<file path="src/rtl/hsm_pkg.sv">
// Shared types and constants for the GPIO HSM core: the tagged FIFO entry,
// synchronizer depth and the RP strobe classification.
package hsm_pkg;

  localparam int RP_SYNC_STAGES = 2;
  localparam int HSM_DATA_WIDTH = 8;

  typedef struct packed {
    logic                      is_key;
    logic [HSM_DATA_WIDTH-1:0] data;
  } hsm_entry_t;

  typedef enum logic [1:0] {
    CLS_NONE,
    CLS_KEY,
    CLS_DATA,
    CLS_READ
  } cls_e;

  // Key material is always a write, whatever the direction pin says.
  function automatic cls_e classify(input logic is_key, input logic dir);
    if (is_key)   return CLS_KEY;
    else if (dir) return CLS_DATA;
    else          return CLS_READ;
  endfunction

endpackage

</file>
<file path="src/rtl/rp_sync_fifo.sv">
// Synchronous circular FIFO of tagged entries with extended-pointer full/empty.
// A push into a full FIFO is still accepted when a pop happens in the same cycle.
module rp_sync_fifo
  import hsm_pkg::*;
#(
  parameter int  DEPTH   = 4,
  parameter type entry_t = hsm_entry_t
) (
  input  logic   clk,
  input  logic   reset,
  input  logic   push,
  input  entry_t push_data,
  input  logic   pop,
  output entry_t head,
  output logic   full,
  output logic   empty,
  output logic   pushed,
  output logic   dropped
);

  localparam int AW = $clog2(DEPTH);

  logic [AW:0] wr_ptr;
  logic [AW:0] rd_ptr;
  entry_t      mem [DEPTH];
  logic        do_pop;

  assign empty   = (wr_ptr == rd_ptr);
  assign full    = (wr_ptr[AW] != rd_ptr[AW]) && (wr_ptr[AW-1:0] == rd_ptr[AW-1:0]);
  assign do_pop  = pop & ~empty;
  assign pushed  = push & (~full | do_pop);
  assign dropped = push & ~pushed;
  assign head    = mem[rd_ptr[AW-1:0]];

  // Storage is deliberately left out of reset; only the pointers matter.
  always_ff @(posedge clk) begin
    if (pushed) mem[wr_ptr[AW-1:0]] <= push_data;
  end

  always_ff @(posedge clk) begin
    if (reset) begin
      wr_ptr <= '0;
      rd_ptr <= '0;
    end else begin
      if (pushed) wr_ptr <= wr_ptr + 1'b1;
      if (do_pop) rd_ptr <= rd_ptr + 1'b1;
    end
  end

endmodule

</file>
<file path="src/rtl/rp_bus_sync.sv">
// Raspberry Pi bus front end: synchronizes the async strobe/tag/dir/data pins,
// turns strobe rising edges into FIFO writes or read-request pulses.
module rp_bus_sync
  import hsm_pkg::*;
#(
  parameter int DATA_WIDTH = 8,
  parameter int FIFO_DEPTH = 4
) (
  input  logic                  clk,
  input  logic                  reset,
  input  logic                  RP_clock,
  input  logic                  RP_is_key,
  input  logic                  RP_dir,
  input  logic [DATA_WIDTH-1:0] RP_data_in,
  output logic                  out_valid,
  input  logic                  out_ready,
  output logic [DATA_WIDTH-1:0] out_data,
  output logic                  out_is_key,
  output logic                  rd_req,
  output logic                  overflow,
  output logic [15:0]           rx_count
);

  typedef struct packed {
    logic                  is_key;
    logic [DATA_WIDTH-1:0] data;
  } entry_t;

  logic [RP_SYNC_STAGES:0]   strobe_sync;
  logic [RP_SYNC_STAGES-1:0] key_sync;
  logic [RP_SYNC_STAGES-1:0] dir_sync;
  logic [DATA_WIDTH-1:0]     data_sync [RP_SYNC_STAGES];
  logic [RP_SYNC_STAGES-1:0] sync_fill;
  logic                      armed;

  logic   strobe_s2;
  logic   strobe_s3;
  logic   strobe_edge;
  cls_e   cls;
  logic   is_write;
  entry_t push_entry;
  entry_t head;
  logic   full;
  logic   empty;
  logic   pushed;
  logic   dropped;

  assign strobe_s2   = strobe_sync[RP_SYNC_STAGES-1];
  assign strobe_s3   = strobe_sync[RP_SYNC_STAGES];
  assign strobe_edge = strobe_s2 & ~strobe_s3 & armed;

  // sync_fill keeps arming off until s2 reflects the pin again after reset,
  // so a strobe held high through reset release cannot fake a rising edge.
  always_ff @(posedge clk) begin
    if (reset) begin
      strobe_sync <= '0;
      key_sync    <= '0;
      dir_sync    <= '0;
      for (int i = 0; i < RP_SYNC_STAGES; i++) data_sync[i] <= '0;
      sync_fill   <= '0;
      armed       <= 1'b0;
    end else begin
      strobe_sync  <= {strobe_sync[RP_SYNC_STAGES-1:0], RP_clock};
      key_sync     <= {key_sync[RP_SYNC_STAGES-2:0], RP_is_key};
      dir_sync     <= {dir_sync[RP_SYNC_STAGES-2:0], RP_dir};
      data_sync[0] <= RP_data_in;
      for (int i = 1; i < RP_SYNC_STAGES; i++) data_sync[i] <= data_sync[i-1];
      sync_fill    <= {sync_fill[RP_SYNC_STAGES-2:0], 1'b1};
      if (sync_fill[RP_SYNC_STAGES-1] && !strobe_s2) armed <= 1'b1;
    end
  end

  always_comb begin
    cls        = CLS_NONE;
    push_entry = '0;
    if (strobe_edge) cls = classify(key_sync[RP_SYNC_STAGES-1], dir_sync[RP_SYNC_STAGES-1]);
    is_write          = (cls == CLS_KEY) || (cls == CLS_DATA);
    push_entry.is_key = (cls == CLS_KEY);
    push_entry.data   = data_sync[RP_SYNC_STAGES-1];
  end

  rp_sync_fifo #(
    .DEPTH   (FIFO_DEPTH),
    .entry_t (entry_t)
  ) u_fifo (
    .clk       (clk),
    .reset     (reset),
    .push      (is_write),
    .push_data (push_entry),
    .pop       (out_valid & out_ready),
    .head      (head),
    .full      (full),
    .empty     (empty),
    .pushed    (pushed),
    .dropped   (dropped)
  );

  assign out_valid  = ~empty;
  assign out_data   = out_valid ? head.data   : '0;
  assign out_is_key = out_valid ? head.is_key : 1'b0;

  always_ff @(posedge clk) begin
    if (reset) begin
      rd_req   <= 1'b0;
      overflow <= 1'b0;
      rx_count <= '0;
    end else begin
      rd_req <= (cls == CLS_READ);
      if (dropped) overflow <= 1'b1;
      if (pushed)  rx_count <= rx_count + 16'd1;
    end
  end

endmodule

</file>
<file path="config.mk">
export PLATFORM = sky130hd
export DESIGN_NAME = rp_bus_sync
export DESIGN_NICKNAME = d
export VERILOG_FILES = /design/src/rtl/hsm_pkg.sv /design/src/rtl/rp_sync_fifo.sv /design/src/rtl/rp_bus_sync.sv
export SDC_FILE = /design/constraint.sdc
export NUM_CORES = 1
export LEC_CHECK = 0
export CORE_ASPECT_RATIO = 0.7
export CORE_MARGIN = 5
export CORE_UTILIZATION = 39
export CTS_CLUSTER_DIAMETER = 40
export DETAILED_ROUTE_END_ITERATION = 8
export SETUP_SLACK_MARGIN = 0.05
export SLEW_MARGIN = 0
export SYNTH_ARGS = -nofsm -noshare
export SYNTH_HDL_FRONTEND = slang
export SYNTH_SLANG_ARGS = --single-unit
</file>
<file path="constraint.sdc">
create_clock -name clk -period 2.6 [get_ports clk]
set_input_delay 0.52 -clock clk [delete_from_list [all_inputs] [get_ports clk]]
set_output_delay 0.52 -clock clk [all_outputs]
set_load 0.05 [all_outputs]
</file>
==> After elaboration in Yosys (flattened, before gate mapping) <==
Memory sizes are Yosys's and may differ from the RTL's. A register that Yosys moved wholly into a read port is not among the register bits.
Index checks and enable logic that the tools add are counted.
{ "word_totals": {"inputBits": 14, "register_bits": 34, "mem_count": 2, "output_inout_bits": 28, "ram_bits": 52, "word_cells": 54, "latchBits": 0, "mem_bits_ro": 0} }
{ "memory_table": {"columns": ["name", "words", "word_bits", "read_ports", "rd_clocked_by_memory_dff", "wr", "line_no", "text"], "rows": [
  ["u_fifo.mem", 4, 9, 1, 1, 1, "rp_sync_fifo.sv:25", "entry_t mem [DEPTH];"],
  ["data_sync", 2, 8, 2, 0, 2, "rp_bus_sync.sv:32", "logic [DATA_WIDTH-1:0] data_sync [RP_SYNC_STAGES];"]
]} }
{ "classes": {"n_bitwise": 13, "magnitude_cmp": 0, "shifts": 0, "div_mod_pow": 0, "mux": 15, "n_mul": 0, "n_eq_ne": 6, "add_sub_neg": 3, "reduce_logical": 4} }
{ "op_table": {"columns": ["cell", "count"], "rows": [
  ["2-to-1 mux 8 bit", 3],
  ["adder 16 x 1 -> 16 bit, second input constant", 1],
  ["2-to-1 mux 1 bit", 8],
  ["2-to-1 mux 2 bit", 4],
  ["adder 3 x 1 -> 3 bit, second input constant", 2],
  ["AND 1 bit", 6],
  ["equality test 2 bit, second input constant", 2],
  ["inverter 1 bit", 4],
  ["equality test 3 bit", 1],
  ["OR 1 bit", 3],
  ["equality test 2 x 1 -> 1 bit, second input constant", 1],
  ["equality test 2 bit", 1],
  ["logical AND 1 bit", 2],
  ["logical NOT 1 bit", 1],
  ["logical OR 1 bit", 1],
  ["!= test 1 bit", 1]
]} }

==> Depth between registers and ports, before layout <==
Gate-level depths: netlist of the first run.
{ "depth": {"ltp_word": 9, "depth_mapped": 8} }

==> By module <==
A second synthesis of the first run with hierarchy kept.
{ "unflattened": {"cells_unflattened": 272, "hier_area_um2": 3520.9} }
{ "by_module_without_submodules": {"columns": ["mod", "area_per_inst_um2", "cells_per_inst", "instances"], "rows": [
  ["rp_sync_fifo", 1863.0, 103, 1],
  ["rp_bus_sync", 1657.8, 169, 1]
]} }

==> Least setup slack after synthesis of the first run <==
Ideal clock, no wire load.
{ "synth_path": {"path_type": "register to output", "from": "register u_fifo.wr_ptr[0]", "to": "output port out_data[0]", "stages_incl_launch_ff": 4, "required_ps": 2080, "slack_ps": 465, "path_buffers": 0, "arrival_ps": 1615, "cell_sequence": "dfxtp_1 > xor2_2 > nor3_1 > nor2b_1"} }
{ "synth_via": {"elab_chain_cells": 2} }
{ "synth_lines": {"columns": ["element", "line_no", "text"], "rows": [
  ["from (decl)", "rp_sync_fifo.sv:23", "logic [AW:0] wr_ptr;"],
  ["from (signal assigned)", "rp_sync_fifo.sv:45", "if (pushed) wr_ptr <= wr_ptr + 1'b1;"],
  ["equality test 3 bit", "rp_sync_fifo.sv:28", "assign empty = (wr_ptr == rd_ptr);"],
  ["2-to-1 mux 8 bit", "rp_bus_sync.sv:99", "assign out_data = out_valid ? head.data : '0;"],
  ["to (decl)", "rp_bus_sync.sv:17", "output logic [DATA_WIDTH-1:0] out_data,"]
]} }
Every way passes these cells.

==> Worst setup path after layout of the first run <==
{ "layout_path": {"from": "register strobe_sync[2]", "to": "memory u_fifo.mem[2][6] (netlist bit) (enable)"} }
{ "layout_via": {"elab_chain_cells": 9} }
{ "layout_lines": {"columns": ["element", "line_no", "text"], "rows": [
  ["from (decl)", "rp_bus_sync.sv:29", "logic [RP_SYNC_STAGES:0] strobe_sync;"],
  ["from (signal assigned)", "rp_bus_sync.sv:63", "strobe_sync <= {strobe_sync[RP_SYNC_STAGES-1:0], RP_clock};"],
  ["inverter 1 bit *", "rp_bus_sync.sv:50", "assign strobe_edge = strobe_s2 & ~strobe_s3 & armed;"],
  ["AND 1 bit * (2 in a row)", "rp_bus_sync.sv:50", null],
  ["2-to-1 mux 2 bit *", "rp_bus_sync.sv:76", "if (strobe_edge) cls = classify(key_sync[RP_SYNC_STAGES-1], dir_sync[RP_SYNC_STAGES-1]);"],
  ["equality test 2 x 1 -> 1 bit / equality test 2 bit (equally long branches)", "rp_bus_sync.sv:77", "is_write = (cls == CLS_KEY) || (cls == CLS_DATA);"],
  ["logical OR 1 bit *", "rp_bus_sync.sv:77", null],
  ["AND 1 bit *", "rp_sync_fifo.sv:31", "assign pushed = push & (~full | do_pop);"],
  ["2-to-1 mux 1 bit *", "rp_sync_fifo.sv:37", "if (pushed) mem[wr_ptr[AW-1:0]] <= push_data;"],
  ["2-to-1 mux 1 bit (implied by the code) *", "rp_sync_fifo.sv:37", null],
  ["to (decl)", "rp_sync_fifo.sv:25", null]
]} }
Mark *: on every way between the ends. The rest lies on a longest branch, timed or not.

==> results of run 1 <==
## layout make-up
type	instances	area, um^2
timing repair buffer	53	470
inverter	9	33.8
multi-input combinational	153	1180
sequential	88	2120
tap	120	150
fill	744	4200
clock inverter	5	56.3
clock buffer	11	233
## synthesized netlist by cell type, types with 3 or more instances
library cell  number
a21oi_1           17
and2_1             5
buf_2              3
clkbuf_1           5
dfxtp_1           52
edfxtp_1          36
ha_1               8
inv_1              9
mux4_2             9
nand2_1            8
nand3_1            7
nand4_1            3
nor2_1            12
nor2b_1           35
o21ai_0            5
o31ai_1           11
or4_1             10
xnor2_1            3
xor2_1             3
## state kept, by name, indices dropped and copies added, names as in the netlist, named ones only
signal         count
u_fifo.mem        36
sync_fill          2
rd_req             1
strobe_sync        3
key_sync           2
dir_sync           2
armed              1
data_sync         16
overflow           1
u_fifo.wr_ptr      3
rx_count          16
u_fifo.rd_ptr      3
## kinds of logic after synthesis
family	Yosys count	synth area share [%]
xor+xnor	8	2.52
compound gates	35	6.30
flops	88	62.8
mux	12	6.96
fa+ha+maj	8	2.96
buf+inv	20	2.56
simple gates	90	15.9
## how the worst min path moves through the flow
stage | startpoint | endpoint | slack (ps)
global route | data_sync[0][1]$_SDFF_PP0_ | data_sync[0][9]$_SDFF_PP0_ | 460
finish | data_sync[0][1]$_SDFF_PP0_ | data_sync[0][9]$_SDFF_PP0_ | 430
detailed placement | data_sync[0][1]$_SDFF_PP0_ | data_sync[0][9]$_SDFF_PP0_ | 420
global placement | data_sync[0][1]$_SDFF_PP0_ | data_sync[0][9]$_SDFF_PP0_ | 420
CTS | data_sync[0][1]$_SDFF_PP0_ | data_sync[0][9]$_SDFF_PP0_ | 440
floorplan | data_sync[0][2]$_SDFF_PP0_ | data_sync[0][10]$_SDFF_PP0_ | 410
## per-layer routing
layer | vias to the layer above | GRT usage [%]
met5 | - | 0
met4 | 0 | 5.19
met3 | 2 | 4.07
met2 | 34 | 17.3
met1 | 946 | 18.0
li1 | 1046 | -
## timing repair
item	in CTS	in global routing
endpoints found under the hold margin	0	0
endpoints found under the setup margin	19	11
setup buffers	0	4
gates resized for setup	2	0
pin swaps	0	1
hold buffers	0	0
## report_power, final
group | total (W) | leakage (nW) | switching (W) | internal (W)
Sequential | 0.00147 | 0.744 | 0.0000128 | 0.00146
Combinational | 0.000166 | 0.622 | 0.0000963 | 0.0000692
Clock | 0.00124 | 0.142 | 0.000491 | 0.000745
## through the flow
step           hold WS (ps)  util [%]  power, W
6_report                433      50.2   0.00287
3_5_place_dp            421      46.4   0.00167
3_3_place_gp            419      46.4   0.00167
2_1_floorplan           414         -   0.00161
4_1_cts                 435      49.9   0.00291
5_1_grt                 455      50.2   0.00299
==> results.py, run 1 <==
metrics = {
    "setup_path": {
        "cpPeakStageDelay_ps": 410,
        "crit_buf_inv": 1,
        "slowest_stage": "and2_1",
        "crit_arrival_ps": 2320,
        "crit_end": "u_fifo.mem[2][6]$_DFFE_PP_",
        "worstPathMaxFanout": 9,
        "crit_cells": 6,
        "r2r_slack_ps": 270,
        "r2r_end": "u_fifo.mem[2][6]$_DFFE_PP_",
        "r2r_cells": 6,
        "start_kind": "flop",
        "path_class": "flop to flop",
        "cp.required_ps": 2590,
        "crit_chain": "nand3b_1 -> nand2b_1 -> ha_1 -> inv_1 -> o41a_1 -> and2_1",
        "crit_path_start": "strobe_sync[2]$_SDFF_PP0_",
        "crit_path_end_kind": "flop",
        "r2r_start": "strobe_sync[2]$_SDFF_PP0_",
        "crit_family": "simple AND/OR/NAND/NOR gates",
    },
    "sta": {
        "finalHoldViolations": 0,
        "rsz0062_at_grt": "false",
        "fin_crit_ps": 2330,
        "relSlewSlack_pct": 56.1,
        "tightest_slew_ps": 655,
        "drv_slew": 0,
        "finalCritPeriodShare_pct": 89.5,
        "fmax_mhz": 430,
        "tns_ps": 0,
        "worst_clock_skew_ps": 7.68,
        "setup-violations-final": 0,
        "setup_ws_ps": 273,
    },
    "drt": {
        "drc": 0,
        "wl_met1_mm": 3.27,
        "vias_per_cell": 4.62,
        "routed_wl_mm": 6.14,
        "dr_wl_met3_um": 265,
        "dr_wl_met2_mm": 2.57,
        "vias": 2028,
        "final_antenna_net_count": 0,
        "drt-initial-drc-count": 98,
        "routed.top_layer": "met4",
        "wl_per_cell_um": 14.0,
        "dr.pass1.iters": 4,
    },
    "synth": {
        "synth-edff-count": 36,
        "yosysTopAreaCellShare_pct": 32.0,
        "synth_area_mm2": 0.00338,
        "synth_area_leaders": "edfxtp_1 (32%), dfxtp_1 (31%), nor2b_1 (6.5%), mux4_2 (6.0%), ha_1 (3.0%)",
        "ys.flop_type": "dfxtp_1",
        "yosys.area.top_type": "edfxtp_1",
        "ys_seq_area_share_pct": 62.8,
        "postSynthAreaPerCell_um2": 12.9,
        "syn-instance-count": 261,
        "synth-warning-count": 0,
        "async_flop_share_pct": 0,
        "ys_ff_latch": 88,
        "syn_nets": 283,
        "synth.distinct_cells": 33,
    },
    "cells_and_area": {
        "layout.nets": 336,
        "fin_cells": 439,
        "syn_to_final_growth_pct": 25.6,
        "drive_above_1_share_pct": 16.3,
        "final_common_cell": "dfxtp_1",
        "antenna_cells": 0,
        "final_cell_mix": "dfxtp_1 (52), edfxtp_1 (36), nor2b_1 (35), clkdlybuf4s50_1 (30), buf_4 (22)",
        "design_area_mm2": 0.00424,
    },
    "floorplan": {
        "start_util_pct": 40.0,
        "rows": 28,
        "io_pins": 42,
        "coreArea_mm2": 0.00844,
        "die_area_mm2": 0.0107,
        "fp.dieW_um": 121,
        "die_y_um": 87.9,
    },
    "clock_tree": {
        "insertion_delay_ps": 330,
        "h-tree-depth": 3,
        "cts_tree": "done",
        "clkSinkCount": 88,
        "clock_path_buffers": 2,
        "path_clk_slew_ps": 60,
        "cts_buffers": 9,
        "cts_root_buf": "clkbuf_16",
    },
    "power_and_ir_drop": {
        "ir_drop_v": 0.000338,
        "powerDensity_mw_per_mm2": 677,
        "cellLeakagePower_nw": 1.51,
    },
    "flow_run": {
        "cap_violations": 0,
    },
    "place": {
        "gp_congestion": 0.743,
        "dp_cells": 419,
        "place_hpwl_mm": 4.24,
        "io_buffers": 41,
        "place_area_mm2": 0.00392,
        "pre_cts_ws_ps": 58.8,
    },
    "status": {
        "run_status": "finished clean",
    },
    "global_route": {
        "grt_overflow": 0,
        "grt_max_degree": 37,
        "antenna_found_initial": 0,
        "grtUsageTotal_pct": 12.5,
        "grt_pass1_wl_mm": 10.1,
        "grt_pass1_vias": 1957,
    },
    "min_path": {
        "hold_path_class": "flop to flop",
        "whs_path_depth": 1,
    },
}
No activity file was read; power rests on OpenSTA's default activity.
==> run 2: changes to the inputs <==
--- a/config.mk
+++ b/config.mk
@@ -7,11 +7,12 @@
 export LEC_CHECK = 0
 export CORE_ASPECT_RATIO = 0.7
 export CORE_MARGIN = 5
-export CORE_UTILIZATION = 39
+export CORE_UTILIZATION = 54
 export CTS_CLUSTER_DIAMETER = 40
 export DETAILED_ROUTE_END_ITERATION = 8
+export PLACE_DENSITY = 0.78
 export SETUP_SLACK_MARGIN = 0.05
-export SLEW_MARGIN = 0
+export SLEW_MARGIN = 20
 export SYNTH_ARGS = -nofsm -noshare
 export SYNTH_HDL_FRONTEND = slang
 export SYNTH_SLANG_ARGS = --single-unit
==> run 2 against run 1 <==
Against the previous run:
- worst setup slack better by 2.7 ps
- clock-buffer cell count increased by 1
- highest routed layer unchanged
- total power shrank 13%
- critical path type unchanged
==> results.py, run 2 (synthesized netlist as in run 1, its figures left out) <==
metrics = {
    "drt": {
        "wl_per_cell_um": 15.1,
        "dr.pass1.iters": 4,
        "routed_wl_mm": 5.87,
        "drc": 0,
        "vias_per_cell": 5.35,
        "final_antenna_net_count": 0,
        "drt-initial-drc-count": 86,
        "vias": 2086,
    },
    "cells_and_area": {
        "final_cell_mix": "dfxtp_1 (52), edfxtp_1 (36), nor2b_1 (35), clkdlybuf4s50_1 (30), a21oi_1 (17)",
        "antenna_cells": 0,
        "drive_above_1_share_pct": 14.7,
        "syn_to_final_growth_pct": 19.5,
        "largest_reg_flops": 36,
        "final_common_cell": "dfxtp_1",
        "layout.nets": 329,
    },
    "place": {
        "pre_cts_ws_ps": 135,
        "place_hpwl_mm": 4.06,
        "gp_congestion": 0.752,
        "io_buffers": 41,
    },
    "setup_path": {
        "slowest_stage": "and2_1",
        "r2r_start": "strobe_sync[2]$_SDFF_PP0_",
        "path_class": "flop to flop",
        "worstPathMaxFanout": 9,
        "cpPeakStageDelay_ps": 420,
        "cp.required_ps": 2600,
        "crit_path_end_kind": "flop",
        "crit_chain": "nand3b_1 -> a21oi_1 -> ha_1 -> inv_1 -> o41a_1 -> and2_1",
        "r2r_cells": 6,
        "r2r_end": "u_fifo.mem[2][7]$_DFFE_PP_",
        "crit_arrival_ps": 2330,
        "r2r_slack_ps": 280,
        "start_kind": "flop",
    },
    "clock_tree": {
        "cts_root_buf": "clkbuf_8",
        "cts_hold_buf": 0,
        "path_clk_slew_ps": 80,
        "clkSinkCount": 88,
        "clock_path_buffers": 2,
        "cts_buffers": 9,
        "cts_tree": "done",
        "h-tree-depth": 3,
        "insertion_delay_ps": 350,
    },
    "global_route": {
        "globalRouteMet1Util_pct": 22.9,
        "grtUsageTotal_pct": 15.4,
        "grt_use_met2_pct": 20.2,
        "grt_max_degree": 33,
        "grt_use_met3_pct": 5.84,
        "grt_pass1_wl_mm": 9.72,
        "grt_overflow": 0,
        "antenna_found_initial": 0,
        "grt.busiest_layer": "met1",
        "grt_pass1_vias": 2016,
    },
    "sta": {
        "rsz0062_at_grt": "false",
        "setup_ws_ps": 276,
        "fin_crit_ps": 2320,
        "finalCritPeriodShare_pct": 89.4,
        "relSlewSlack_pct": 63.1,
        "fmax_mhz": 430,
        "tns_ps": 0,
        "drv_slew": 0,
        "setup-violations-final": 0,
        "worst_clock_skew_ps": 10.7,
        "finalHoldViolations": 0,
        "tightest_slew_ps": 553,
    },
    "floorplan": {
        "start_util_pct": 54.9,
        "coreArea_mm2": 0.00616,
        "fp.dieW_um": 105,
        "die_y_um": 76.2,
        "io_pins": 42,
        "die_area_mm2": 0.00796,
        "rows": 24,
    },
    "min_path": {
        "min_from": "data_sync[0][7]$_SDFF_PP0_",
        "min_delay_worst_endpoint": "data_sync[0][15]$_SDFF_PP0_",
        "hold_path_class": "flop to flop",
        "whs_path_depth": 1,
    },
    "power_and_ir_drop": {
        "ir_drop_v": 0.000354,
        "powerDensity_mw_per_mm2": 622,
        "cellLeakagePower_nw": 1.42,
    },
    "status": {
        "run_status": "finished clean",
    },
    "flow_run": {
        "cap_violations": 0,
    },
}
==> run 2: how the worst max path moves through the flow <==
stage | start | endpoint | slack, ps
floorplan | u_fifo.wr_ptr[0]$_SDFFE_PP0P_ | out_data[0] | 470
global placement | u_fifo.wr_ptr[0]$_SDFFE_PP0P_ | out_data[5] | 210
detailed placement | u_fifo.wr_ptr[0]$_SDFFE_PP0P_ | out_data[4] | 130
CTS | u_fifo.wr_ptr[0]$_SDFFE_PP0P_ | out_data[1] | 120
global route | strobe_sync[2]$_SDFF_PP0_ | u_fifo.mem[2][4]$_DFFE_PP_ | 80
finish | strobe_sync[2]$_SDFF_PP0_ | u_fifo.mem[2][7]$_DFFE_PP_ | 280
==> run 2: power breakdown <==
part | total [W] | internal, W | switching [W] | leakage [nW]
Clock | 0.000880 | 0.000441 | 0.000439 | 0.0880
Combinational | 0.000163 | 0.0000684 | 0.0000944 | 0.592
Sequential | 0.00147 | 0.00146 | 0.0000138 | 0.744
==> run 2: through the flow <==
step | instances | area (um^2) | utilization [%] | power (W) | hold WS, ps
2_1_floorplan | 261 | 3380 | - | 0.00161 | 414
4_1_cts | 389 | 4020 | 65.3 | 0.00253 | 440
3_5_place_dp | 373 | 3830 | 62.3 | 0.00167 | 426
3_3_place_gp | 373 | 3830 | 62.3 | 0.00166 | 418
6_report | 390 | 4040 | 65.6 | 0.00251 | 440
5_1_grt | 390 | 4040 | 65.6 | 0.00260 | 461
==> run 2: routing by layer <==
metal	wire length [um]	up-vias	share of wire, %
met2	2440	57	41
met1	3010	991	51
met3	358	6	6.1
met5	0	-	0
met4	66	0	1.1
li1	-	1032	-
==> run 2: cell type report <==
class | count | area, um^2
Sequential cell | 88 | 2120
Clock inverter | 4 | 46.3
Multi-Input combinational cell | 153 | 1180
Tap cell | 78 | 97.6
Inverter | 9 | 33.8
Fill cell | 444 | 2120
Clock buffer | 12 | 135
Timing Repair Buffer | 46 | 418
==> run 2: repair_timing <==
| item | in CTS | in global routing |
|---|---|---|
| resized for setup | 1 | 4 |
| cloned | 0 | 0 |
| endpoints found under the setup margin | 10 | 34 |
| buffers inserted | 0 | 1 |
| pin swaps | 0 | 1 |
==> run 2: worst max-delay path: cells and delay by family (launching register included) <==
family / cells / cell delay [ps]
compound gates: 2 / 550
simple gates: 2 / 590
buf+inv: 1 / 190
flops: 1 / 310
fa+ha+maj: 1 / 340
